--- config.mk ---
export PLATFORM = sky130hd
export DESIGN_NAME = disp_scan_flat
export DESIGN_NICKNAME = d
export VERILOG_FILES = /design/src/rtl/disp_scan_if.sv /design/src/rtl/disp_scan.sv /design/src/flat_wrapper.sv
export SDC_FILE = /design/constraint.sdc
export NUM_CORES = 1
export LEC_CHECK = 0
export CORE_UTILIZATION = 46
export CTS_CLUSTER_SIZE = 24
export DETAILED_ROUTE_END_ITERATION = 8
export PLACE_DENSITY = 0.68
export SETUP_SLACK_MARGIN = 0.05
export SYNTH_ARGS = -nofsm -noshare
export SYNTH_HDL_FRONTEND = slang
export SYNTH_SLANG_ARGS = --single-unit
export TNS_END_PERCENT = 20
--- constraint.sdc ---
create_clock -name clk -period 5.6 [get_ports clk]
set_input_delay 1.68 -clock clk [delete_from_list [all_inputs] [get_ports clk]]
set_output_delay 1.68 -clock clk [all_outputs]
set_load 0.01 [all_outputs]
--- src/rtl/disp_scan_if.sv ---
// Display-scan bus: load/data/decimal-point/blank requests in, segment/anode drive
// and status out. master = controller side, slave = disp_scan.
interface disp_scan_if;
  logic        load_i;
  logic [15:0] data_i;
  logic [3:0]  dp_i;
  logic [3:0]  blank_i;
  logic [7:0]  seg;
  logic [3:0]  an;
  logic        pending_o;
  logic        frame_o;

  modport master (
    output load_i, data_i, dp_i, blank_i,
    input  seg, an, pending_o, frame_o
  );

  modport slave (
    input  load_i, data_i, dp_i, blank_i,
    output seg, an, pending_o, frame_o
  );
endinterface

--- src/rtl/disp_scan.sv ---
// Four-digit multiplexed 7-segment scanner with a frame-synchronous shadow register.
// Optional feature: define LEADING_ZERO_BLANK_EN to auto-blank leading zero digits.
module disp_scan #(
  parameter int SCAN_DIV = 18
) (
  input logic        clk,
  input logic        rst,
  disp_scan_if.slave bus
);

  logic [SCAN_DIV-1:0] presc;
  logic [1:0]          idx;
  logic [15:0]         shadow, disp;
  logic [3:0]          shadow_dp, disp_dp;
  logic                pending;
  logic [3:0]          an_r;
  logic [7:0]          seg_r;

  logic        tick, boundary, xfer;
  logic [1:0]  idx_nxt;
  logic [15:0] disp_nxt;
  logic [3:0]  disp_dp_nxt;
  logic [3:0]  nib;
  logic [3:0]  blank_eff;
  logic [3:0]  an_nxt;
  logic [7:0]  seg_nxt;

  function automatic logic [6:0] hex7(input logic [3:0] n);
    case (n)
      4'h0: hex7 = 7'b1000000;
      4'h1: hex7 = 7'b1111001;
      4'h2: hex7 = 7'b0100100;
      4'h3: hex7 = 7'b0110000;
      4'h4: hex7 = 7'b0011001;
      4'h5: hex7 = 7'b0010010;
      4'h6: hex7 = 7'b0000010;
      4'h7: hex7 = 7'b1111000;
      4'h8: hex7 = 7'b0000000;
      4'h9: hex7 = 7'b0010000;
      4'hA: hex7 = 7'b0001000;
      4'hB: hex7 = 7'b0000011;
      4'hC: hex7 = 7'b1000110;
      4'hD: hex7 = 7'b0100001;
      4'hE: hex7 = 7'b0000110;
      default: hex7 = 7'b0001110;
    endcase
  endfunction

  assign tick     = &presc;
  assign boundary = tick && (idx == 2'd3);
  // A load in the boundary cycle wins over the older shadow: no transfer that edge.
  assign xfer     = boundary && pending && !bus.load_i;

  // Decode from the post-edge display so the first digit of a new frame
  // already shows the new content.
  always_comb begin
    disp_nxt    = xfer ? shadow : disp;
    disp_dp_nxt = xfer ? shadow_dp : disp_dp;
    idx_nxt     = idx + 2'd1;
    nib         = disp_nxt[{idx_nxt, 2'b00} +: 4];
    blank_eff   = bus.blank_i;
`ifdef LEADING_ZERO_BLANK_EN
    begin
      logic [3:1] lz;
      lz[3] = (disp_nxt[15:12] == 4'h0) && !disp_dp_nxt[3];
      lz[2] = lz[3] && (disp_nxt[11:8] == 4'h0) && !disp_dp_nxt[2];
      lz[1] = lz[2] && (disp_nxt[7:4]  == 4'h0) && !disp_dp_nxt[1];
      blank_eff = blank_eff | {lz, 1'b0};
    end
`endif
    an_nxt  = blank_eff[idx_nxt] ? 4'b1111 : ~(4'b0001 << idx_nxt);
    seg_nxt = {~disp_dp_nxt[idx_nxt], hex7(nib)};
  end

  // NOTE: all state uses non-blocking assignments so every register samples
  // pre-edge values; the shadow and display registers are reset too, since a
  // reset must discard any queued content.
  always_ff @(posedge clk or posedge rst) begin
    if (rst) begin
      presc     <= '0;
      idx       <= 2'd0;
      shadow    <= 16'h0000;
      shadow_dp <= 4'h0;
      disp      <= 16'h0000;
      disp_dp   <= 4'h0;
      pending   <= 1'b0;
      an_r      <= 4'b1110;
      seg_r     <= 8'hC0;
    end else begin
      presc <= presc + {{(SCAN_DIV-1){1'b0}}, 1'b1};
      if (bus.load_i) begin
        shadow    <= bus.data_i;
        shadow_dp <= bus.dp_i;
        pending   <= 1'b1;
      end else if (xfer) begin
        pending   <= 1'b0;
      end
      if (xfer) begin
        disp    <= shadow;
        disp_dp <= shadow_dp;
      end
      if (tick) begin
        idx   <= idx_nxt;
        an_r  <= an_nxt;
        seg_r <= seg_nxt;
      end
    end
  end

  assign bus.an        = an_r;
  assign bus.seg       = seg_r;
  assign bus.pending_o = pending;
  assign bus.frame_o   = boundary;

endmodule

--- src/flat_wrapper.sv ---
// flat-port wrapper written by rule: the top's interface ports become plain ports
module disp_scan_flat 
#(
  parameter int SCAN_DIV = 18
)
  (clk, rst, bus_load_i, bus_data_i, bus_dp_i, bus_blank_i, bus_seg, bus_an, bus_pending_o, bus_frame_o);
  disp_scan_if bus_i ();
  input logic clk;
  input logic rst;
  input wire logic [$bits(bus_i.load_i)-1:0] bus_load_i;
  input wire logic [$bits(bus_i.data_i)-1:0] bus_data_i;
  input wire logic [$bits(bus_i.dp_i)-1:0] bus_dp_i;
  input wire logic [$bits(bus_i.blank_i)-1:0] bus_blank_i;
  output wire logic [$bits(bus_i.seg)-1:0] bus_seg;
  output wire logic [$bits(bus_i.an)-1:0] bus_an;
  output wire logic [$bits(bus_i.pending_o)-1:0] bus_pending_o;
  output wire logic [$bits(bus_i.frame_o)-1:0] bus_frame_o;
  assign bus_i.load_i = bus_load_i;
  assign bus_i.data_i = bus_data_i;
  assign bus_i.dp_i = bus_dp_i;
  assign bus_i.blank_i = bus_blank_i;
  assign bus_seg = bus_i.seg;
  assign bus_an = bus_i.an;
  assign bus_pending_o = bus_i.pending_o;
  assign bus_frame_o = bus_i.frame_o;
  disp_scan #(.SCAN_DIV(SCAN_DIV)) u_core (.clk(clk), .rst(rst), .bus(bus_i));
endmodule
* Yosys cells after proc, flatten, opt, wreduce, memory -nomap -nowiden
Memory sizes are Yosys's and may differ from the RTL's. A register that Yosys moved wholly into a read port is not among the register bits.
Cells that the tools add are included.
** Operators by class
- Add/sub/neg operators :: 2
- Order comparisons :: 1
- Eq/ne operators :: 1
- Shift operators :: 2
- Multiplexer cells :: 9
- Bitwise operators :: 2
- Reductions and logical operators :: 6
** Operator list (count)
- $add A18 B1 Y18 const B :: 1
- $reduce_and A18 Y1 :: 1
- $mux W16 :: 1
- $shiftx A16 B5 Y4 :: 1
- $mux W4 :: 2
- $bmux W1 S2 :: 2
- $mux W1 :: 4
- $not A4 Y4 :: 1
- $shl A1 B2 Y4 const A :: 1
- $logic_and A1 B1 Y1 :: 3
- $lt A2 B3 Y1 const B :: 1
- $add A2 B1 Y2 const B :: 1
- $eq A2 B2 Y1 const B :: 1
- $reduce_bool A2 Y1 :: 1
- $logic_not A1 Y1 :: 1
- $not A1 Y1 :: 1
** Word-level totals
- Flip-flop bits (word level) :: 73
- Memory bits (read-only) :: 112
- Input port bits :: 27
- Output and inout bits :: 14
- Logic and storage cells :: 33
- Memories :: 1
** Memory list
- (name not given) :: words 16, bits a word 7, rd ports 1, clocked after Yosys merged registers in 1, write ports 0, RTL line disp_scan.sv:29 : case (n)

* Longest topological paths before layout
Gate-level depths: netlist of run 1.
- Depth after elaboration :: 8
- Depth in mapped cells :: 13
- Gate-level depth less buffers :: 12

* Worst setup path before layout of run 1
No wires, ideal clock.
- Path type :: input -> register
- Start :: input port bus_load_i
- End :: register u_core.seg_r[0] (netlist: u_core.bus.seg[0])
- Setup time :: 0.147 ns
- Arrival :: 3.729 ns
- Data required time :: 5.453 ns
- Setup slack :: 1.725 ns
- Stages :: 10
- Buffers on the path :: 1
- Cell sequence :: nor2_1 nand4_4 buf_2 mux4_2 mux2i_1 inv_1 ha_1 mux2_2 nor3_1 a311oi_1
** On the way
- Word-level cells in the longest chain between the ends :: 4
** RTL lines
- from (decl) :: RTL line flat_wrapper.sv:10 : input wire logic [$bits(bus_i.load_i)-1:0] bus_load_i;
- $logic_not A1 Y1 :: RTL line disp_scan.sv:52 : assign xfer = boundary && pending && !bus.load_i;
- $logic_and A1 B1 Y1 :: RTL line disp_scan.sv:52
- $mux W16 :: RTL line disp_scan.sv:57 : disp_nxt = xfer ? shadow : disp;
- $shiftx A16 B5 Y4 :: RTL line disp_scan.sv:60 : nib = disp_nxt[{idx_nxt, 2'b00} +: 4];
- to (decl) :: RTL line disp_scan.sv:17 : logic [7:0] seg_r;
No other way between the ends.
A chain may end at the register's enable or synchronous reset.

* Worst setup path after layout of run 1
Ends and elaborated chain as after synthesis.

==> results of run 1 <==
[power groups by stage]
stage / combinational, mW / sequential, mW / clock (mW)
floorplan: 0.0276 / 0.557 / 0
global placement: 0.0513 / 0.562 / 0
detailed placement: 0.0525 / 0.563 / 0
CTS: 0.0526 / 0.552 / 0.412
global route: 0.0562 / 0.554 / 0.433
finish: 0.0509 / 0.552 / 0.400
[layout make-up]
class,count,share of cell area [%]
clock buffer,10,3.13
clock inverter,6,1.63
inverter,11,1.01
multi-input combinational,156,35.9
sequential,73,45.0
tap,96,2.95
timing repair buffer,43,10.4
[stage by stage]
stage	util [%]	total power, mW
finish	58.6	1.00
global route	58.6	1.04
CTS	58.6	1.02
detailed placement	55.8	0.615
global placement	55.8	0.613
floorplan	-	0.585
[worst min-delay path by stage]
stage | startpoint | slack, ns | cells past startpoint | end
floorplan | u_core.presc[8] | 0.44 | 1 | u_core.presc[8]
global placement | u_core.presc[8] | 0.46 | 1 | u_core.presc[8]
detailed placement | u_core.presc[8] | 0.47 | 1 | u_core.presc[8]
CTS | u_core.presc[8] | 0.48 | 1 | u_core.presc[8]
global route | u_core.presc[17] | 0.50 | 1 | u_core.presc[17]
finish | u_core.presc[17] | 0.47 | 1 | u_core.presc[17]
[state kept, by name, summed over array words and instances, names as in the netlist]
| name | flops |
|---|---|
| u_core.shadow | 16 |
| u_core.idx | 2 |
| u_core.shadow_dp | 4 |
| u_core.disp_dp | 4 |
| u_core.bus.seg | 8 |
| u_core.presc | 18 |
| u_core.disp | 16 |
| u_core.bus.pending_o | 1 |
| u_core.bus.an | 4 |
[cells in the mapped netlist, types with 3 or more instances]
master	instances
a31oi_1	6
and4_4	4
buf_1	3
clkbuf_1	4
dfrtp_1	68
dfstp_2	5
ha_1	11
inv_1	10
mux2_2	42
mux2i_1	5
mux4_2	9
nand2_1	13
nand3_1	10
nand4_1	3
nor2_1	12
o21ai_0	3
xnor2_1	15
[metal layers]
layer / vias to the layer above / wire length [um] / global-route usage [%] / share of wire (%)
li1: 983 / - / - / -
met1: 999 / 2600 / 22.4 / 47
met2: 39 / 2690 / 25.9 / 48
met3: 7 / 219 / 5.37 / 3.9
met4: 0 / 70 / 7.00 / 1.3
met5: - / 0 / 0 / 0
[cell usage in the layout, fill, tap and decap left out, types with 2 or more instances in the layout]
| master | n |
|---|---|
| inv_1 | 9 |
| nor3_1 | 2 |
| clkinv_2 | 2 |
| clkbuf_8 | 9 |
| xnor2_1 | 15 |
| dfstp_2 | 5 |
| mux2_2 | 42 |
| ha_1 | 11 |
| and4_4 | 4 |
| clkinv_4 | 2 |
| a31oi_1 | 6 |
| and2_1 | 2 |
| nor2_1 | 12 |
| buf_4 | 3 |
| and3_1 | 2 |
| dfrtp_1 | 68 |
| nand4_1 | 3 |
| nand2_1 | 13 |
| nand3_1 | 10 |
| clkdlybuf4s50_1 | 40 |
| mux4_2 | 9 |
| mux2i_1 | 5 |
| o21ai_0 | 3 |
| xor2_1 | 2 |
[cells by family (layout without fill, tap and decap cells)]
family / count (synthesis) / count (layout)
xor gates and xnor gates: 17 / 17
DFF: 73 / 73
and+or+nand+nor: 52 / 52
muxes: 57 / 57
buffers and inverters: 21 / 70
adders and majority gates: 11 / 11
AOI/OAI and AO/OA: 19 / 19
[worst max-delay path: cells and delay by family]
| family | cells | cell delay [ns] |
|---|---|---|
| mux | 3 | 1.17 |
| simple gates | 3 | 0.73 |
| buf+inv | 2 | 0.55 |
| fa+ha+maj | 1 | 0.29 |
| compound gates | 1 | 0.07 |
==> impl_metrics.tcl, run 1 <==
set metrics [dict create \
    grt_max_degree 51 \
    r2r_end "u_core.bus.seg[0]" \
    seq_area_frac_synth_pct 54.2 \
    route.detailed.drc 0 \
    synth_top_family_by_area "multiplexers" \
    muxShareOfSynthArea_pct 21.8 \
    antenna_found_initial 0 \
    r2r_slack_ns 1.85 \
    p_sw_uw 223 \
    cts_buffers 9 \
    grt_use_total_pct 16.9 \
    cts_buffer_depth 2 \
    seq_area_sq_um 1830 \
    grt-ovfl-total 0 \
    ff2ff_path_depth 9 \
    clkTransAtPathRegs_ns 0.08 \
    die_h_um 87.7 \
    synth_top_cell_by_area "dfrtp_1" \
    num_antenna_cells 0 \
    setup.worst_path.start_class "primary input" \
    synth_edf_count 0 \
    p_sw_share_pct 22.2 \
    multi_input_area_sq_um 1460 \
    cts-root-buf "clkbuf_8" \
    cts_tree "done" \
    cp.required_ns 5.77 \
    hold_viol 0 \
    die_w_um 87.7 \
    p_leak_nw 1.86 \
    fin_ws_ns 1.25 \
    synth.area.top_cells "dfrtp_1 50%, mux2_2 14%, mux4_2 6.0%" \
    num_vias 2028 \
    syn_nets 288 \
    avgSynthCellArea_sq_um 13.5 \
    layout-drive-gt1-share_pct 27.4 \
    via_per_inst 5.13 \
    cts_sinks 73 \
    max_slew_margin_pct 33.3 \
    final_max_slew_viol_count 0 \
    synth_top_area_share_pct 50.3 \
    fin_skew_ns 0.0102 \
    path_class "primary input to register" \
    async_reset_ff_share_pct 100 \
    synth_fa_ha_area_share_pct 4.07 \
    synth_ff_type "dfrtp_1" \
    place_area_sq_um 3880 \
    fp.dieArea_sq_um 7700 \
    finalCritPeriodShare_pct 77.7 \
    ys_types 39 \
    cpPeakStageDelay_ns 0.47 \
    yosys_register_bits 73 \
    combPwrFrac_pct 5.1 \
    status "finished clean" \
    place_congestion 0.723 \
    yosysWarnings 0 \
    grt_pass1_vias 2006 \
    vdd_drop_max_v 0.000170 \
    syn-cell-area_sq_um 3380 \
    clkLatencyLatePin_ns 0.34 \
    cts_resized 0 \
    worst_slew_pin_slew_ns 1.00 \
    drv_cap 0 \
    area_delta_synth_final_pct 20.4 \
    grt_first_pass_wirelength_um 9580 \
    drtPass1Iterations 4 \
    row_count 30 \
    finalNetCount 332 \
    crit_end "u_core.bus.seg[0]" \
    critPathSlowestCell "mux2i_1" \
    cts_setup_buffers 0 \
    fp.coreArea_sq_um 6940 \
    fillers 582 \
    htree_levels 3 \
    synth_xor_area_share_pct 4.40 \
    drt_iter0_drc 75 \
    synth_compound_area_share_pct 4.48 \
    finalWirelength_um 5580 \
    cts_hold_buf 0 \
    initial_core_util_pct 48.7 \
    port_buffers 40 \
    synth_cells 250 \
    dp_cells 379 \
    dp_hpwl_um 4050 \
    path_max_fanout 26 \
    p_clk_share_pct 39.9 \
    finalNonFillerCells 395 \
    seq_power_share_pct 55.0 \
    internal_power_uw 780 \
    synthSimpleGateAreaFrac_pct 8.44 \
    fin_hold_ws_ns 0.475 \
    path_cells "clkdlybuf4s50_1, nor2_1, nand4_4, mux4_2, mux2i_1, inv_1, ha_1, mux2_2, nor3_1, a311oi_1" \
    avgRoutedWirePerCell_um 14.1 \
    pin_count 41 \
    critPathLaunch "bus_load_i" \
    setup_viol 0 \
    arrival_ns 4.52 \
    min_period_ns 4.35 \
    hold_path.class "register to register" \
    dp_slack_ns 0.860 \
    antenna_left 0 \
    powerDensity_nw_per_um2 246 \
    timing.fmax_ghz 0.230 \
    cp-end-kind "register" \
    rsz0062_at_grt "false" \
    setup-tns-final_ns 0 \
    final_area_sq_um 4070 \
    timing.rr.start "u_core.idx[0]" \
]
(Power assumes the default switching activity.)
==> run 2: changes to the inputs <==
==> constraint.sdc (replaced) <==
create_clock -name clk -period 4.5 [get_ports clk]
set_input_delay 1.35 -clock clk [delete_from_list [all_inputs] [get_ports clk]]
set_output_delay 1.35 -clock clk [all_outputs]
set_load 0.01 [all_outputs]
==> run 2 against run 1 <==
Via count increased by 0.35%. Cell count increased by 0.76%. Cell area increased by 0.22%. Flip-flop and latch count unchanged. Register-to-register slack got worse by 0.87 ns. Largest power group unchanged.
==> impl_metrics.tcl, run 2 (same netlist as run 1, synthesis figures left out) <==
set metrics [dict create \
    grt_use_total_pct 17.9 \
    final_max_slew_viol_count 0 \
    final_util_pct 58.8 \
    layout_common_cells "68 x dfrtp_1, 42 x mux2_2, 40 x clkdlybuf4s50_1" \
    antenna_found_initial 0 \
    powerDensity_nw_per_um2 299 \
    port_buffers 40 \
    setup.worst_path.start_class "primary input" \
    r2r_end "u_core.bus.seg[4]" \
    p_total_mw 1.22 \
    row_count 30 \
    grt_max_degree 30 \
    dp_slack_ns 0.372 \
    die_h_um 87.7 \
    via_per_inst 5.11 \
    status "finished clean" \
    drtPass1Iterations 4 \
    setup_viol 0 \
    timing.rr.start "u_core.idx[0]" \
    drt_iter0_drc 57 \
    grt_pass1_vias 2037 \
    cts_resized 0 \
    critPathLaunch "bus_load_i" \
    htree_levels 3 \
    route.detailed.drc 0 \
    fin_ws_ns 0.723 \
    final_area_sq_um 4080 \
    fp.coreArea_sq_um 6940 \
    grt_first_pass_wirelength_um 10100 \
    path_class "primary input to register" \
    r2r_slack_ns 0.98 \
    fin_skew_ns 0.00956 \
    cts_sinks 73 \
    dp_cells 382 \
    cts-root-buf "clkbuf_8" \
    initial_core_util_pct 48.7 \
    worst_slew_pin_slew_ns 0.821 \
    hold_path.class "register to register" \
    finalWirelength_um 5810 \
    fp.dieArea_sq_um 7700 \
    cts_setup_buffers 0 \
    clkLatencyLatePin_ns 0.35 \
    place_congestion 0.786 \
    finalNetCount 335 \
    min_period_ns 3.78 \
    pin_count 41 \
    drv_cap 0 \
    cts_buffers 9 \
    max_flop_register "u_core.presc" \
    num_antenna_cells 0 \
    die_w_um 87.7 \
    setup-tns-final_ns 0 \
    ff2ff_path_depth 9 \
    arrival_ns 3.95 \
    num_vias 2035 \
    max_slew_margin_pct 45.3 \
    finalNonFillerCells 398 \
    p_leak_nw 1.85 \
    final_common_cell "dfrtp_1" \
    hold_viol 0 \
    cts_tree "done" \
    layout-drive-gt1-share_pct 28.1 \
    dp_hpwl_um 4180 \
    cp.required_ns 4.68 \
    place_area_sq_um 3900 \
    avgRoutedWirePerCell_um 14.6 \
    finalCritPeriodShare_pct 83.9 \
    reg_top3 "u_core.presc (18), u_core.disp (16), u_core.shadow (16)" \
    grt-ovfl-total 0 \
    rsz0062_at_grt "false" \
    timing.fmax_ghz 0.265 \
    vdd_drop_max_v 0.000169 \
    clkTransAtPathRegs_ns 0.08 \
    path_max_fanout 19 \
    crit_end "u_core.bus.seg[0]" \
    antenna_left 0 \
    fin_hold_ws_ns 0.476 \
    largest_register_ffs 18 \
    area_delta_synth_final_pct 20.6 \
    cp-end-kind "register" \
    cts_buffer_depth 2 \
    cts_hold_buf 0 \
]
==> run 2: where the power goes <==
part	switching, mW	internal [mW]
logic	0.0246	0.0397
registers	0.0139	0.674
clock network	0.259	0.208
total	0.298	0.921
==> run 2: layout make-up <==
| type | instances | area, sq um |
|---|---|---|
| clock buffer | 10 | 128 |
| clock inverter | 6 | 52.6 |
| fill | 594 | 2860 |
| inverter | 11 | 41.3 |
| multi-input combinational | 156 | 1460 |
| sequential | 73 | 1830 |
| tap | 96 | 120 |
| timing repair buffer | 46 | 445 |
==> run 2: worst min path at each step <==
stage | from | end | slack [ns] | depth (start not counted)
finish | u_core.presc[8] | u_core.presc[8] | 0.48 | 1
floorplan | u_core.presc[8] | u_core.presc[8] | 0.44 | 1
global route | u_core.presc[9] | u_core.presc[9] | 0.51 | 1
CTS | u_core.presc[8] | u_core.presc[8] | 0.47 | 1
global placement | u_core.presc[8] | u_core.presc[8] | 0.45 | 1
detailed placement | u_core.presc[8] | u_core.presc[8] | 0.46 | 1
==> run 2: per-layer routing <==
| metal | vias to the layer above | GRT usage (%) | part of all wire (%) | wire (um) |
|---|---|---|---|---|
| li1 | 985 | - | - | - |
| met3 | 7 | 6.22 | 4.4 | 258 |
| met4 | 0 | 5.66 | 1.3 | 73 |
| met2 | 44 | 26.1 | 45 | 2610 |
| met1 | 999 | 25.2 | 49 | 2870 |
| met5 | - | 0 | 0 | 0 |
==> run 2: critical path: stages <==
cell             delay, ns
clkdlybuf4s50_1       0.44
nor2_1                0.20
nand4_4               0.34
mux2_1                0.44
mux4_2                0.64
mux2_2                0.33
nor3_1                0.13
a311oi_1              0.07
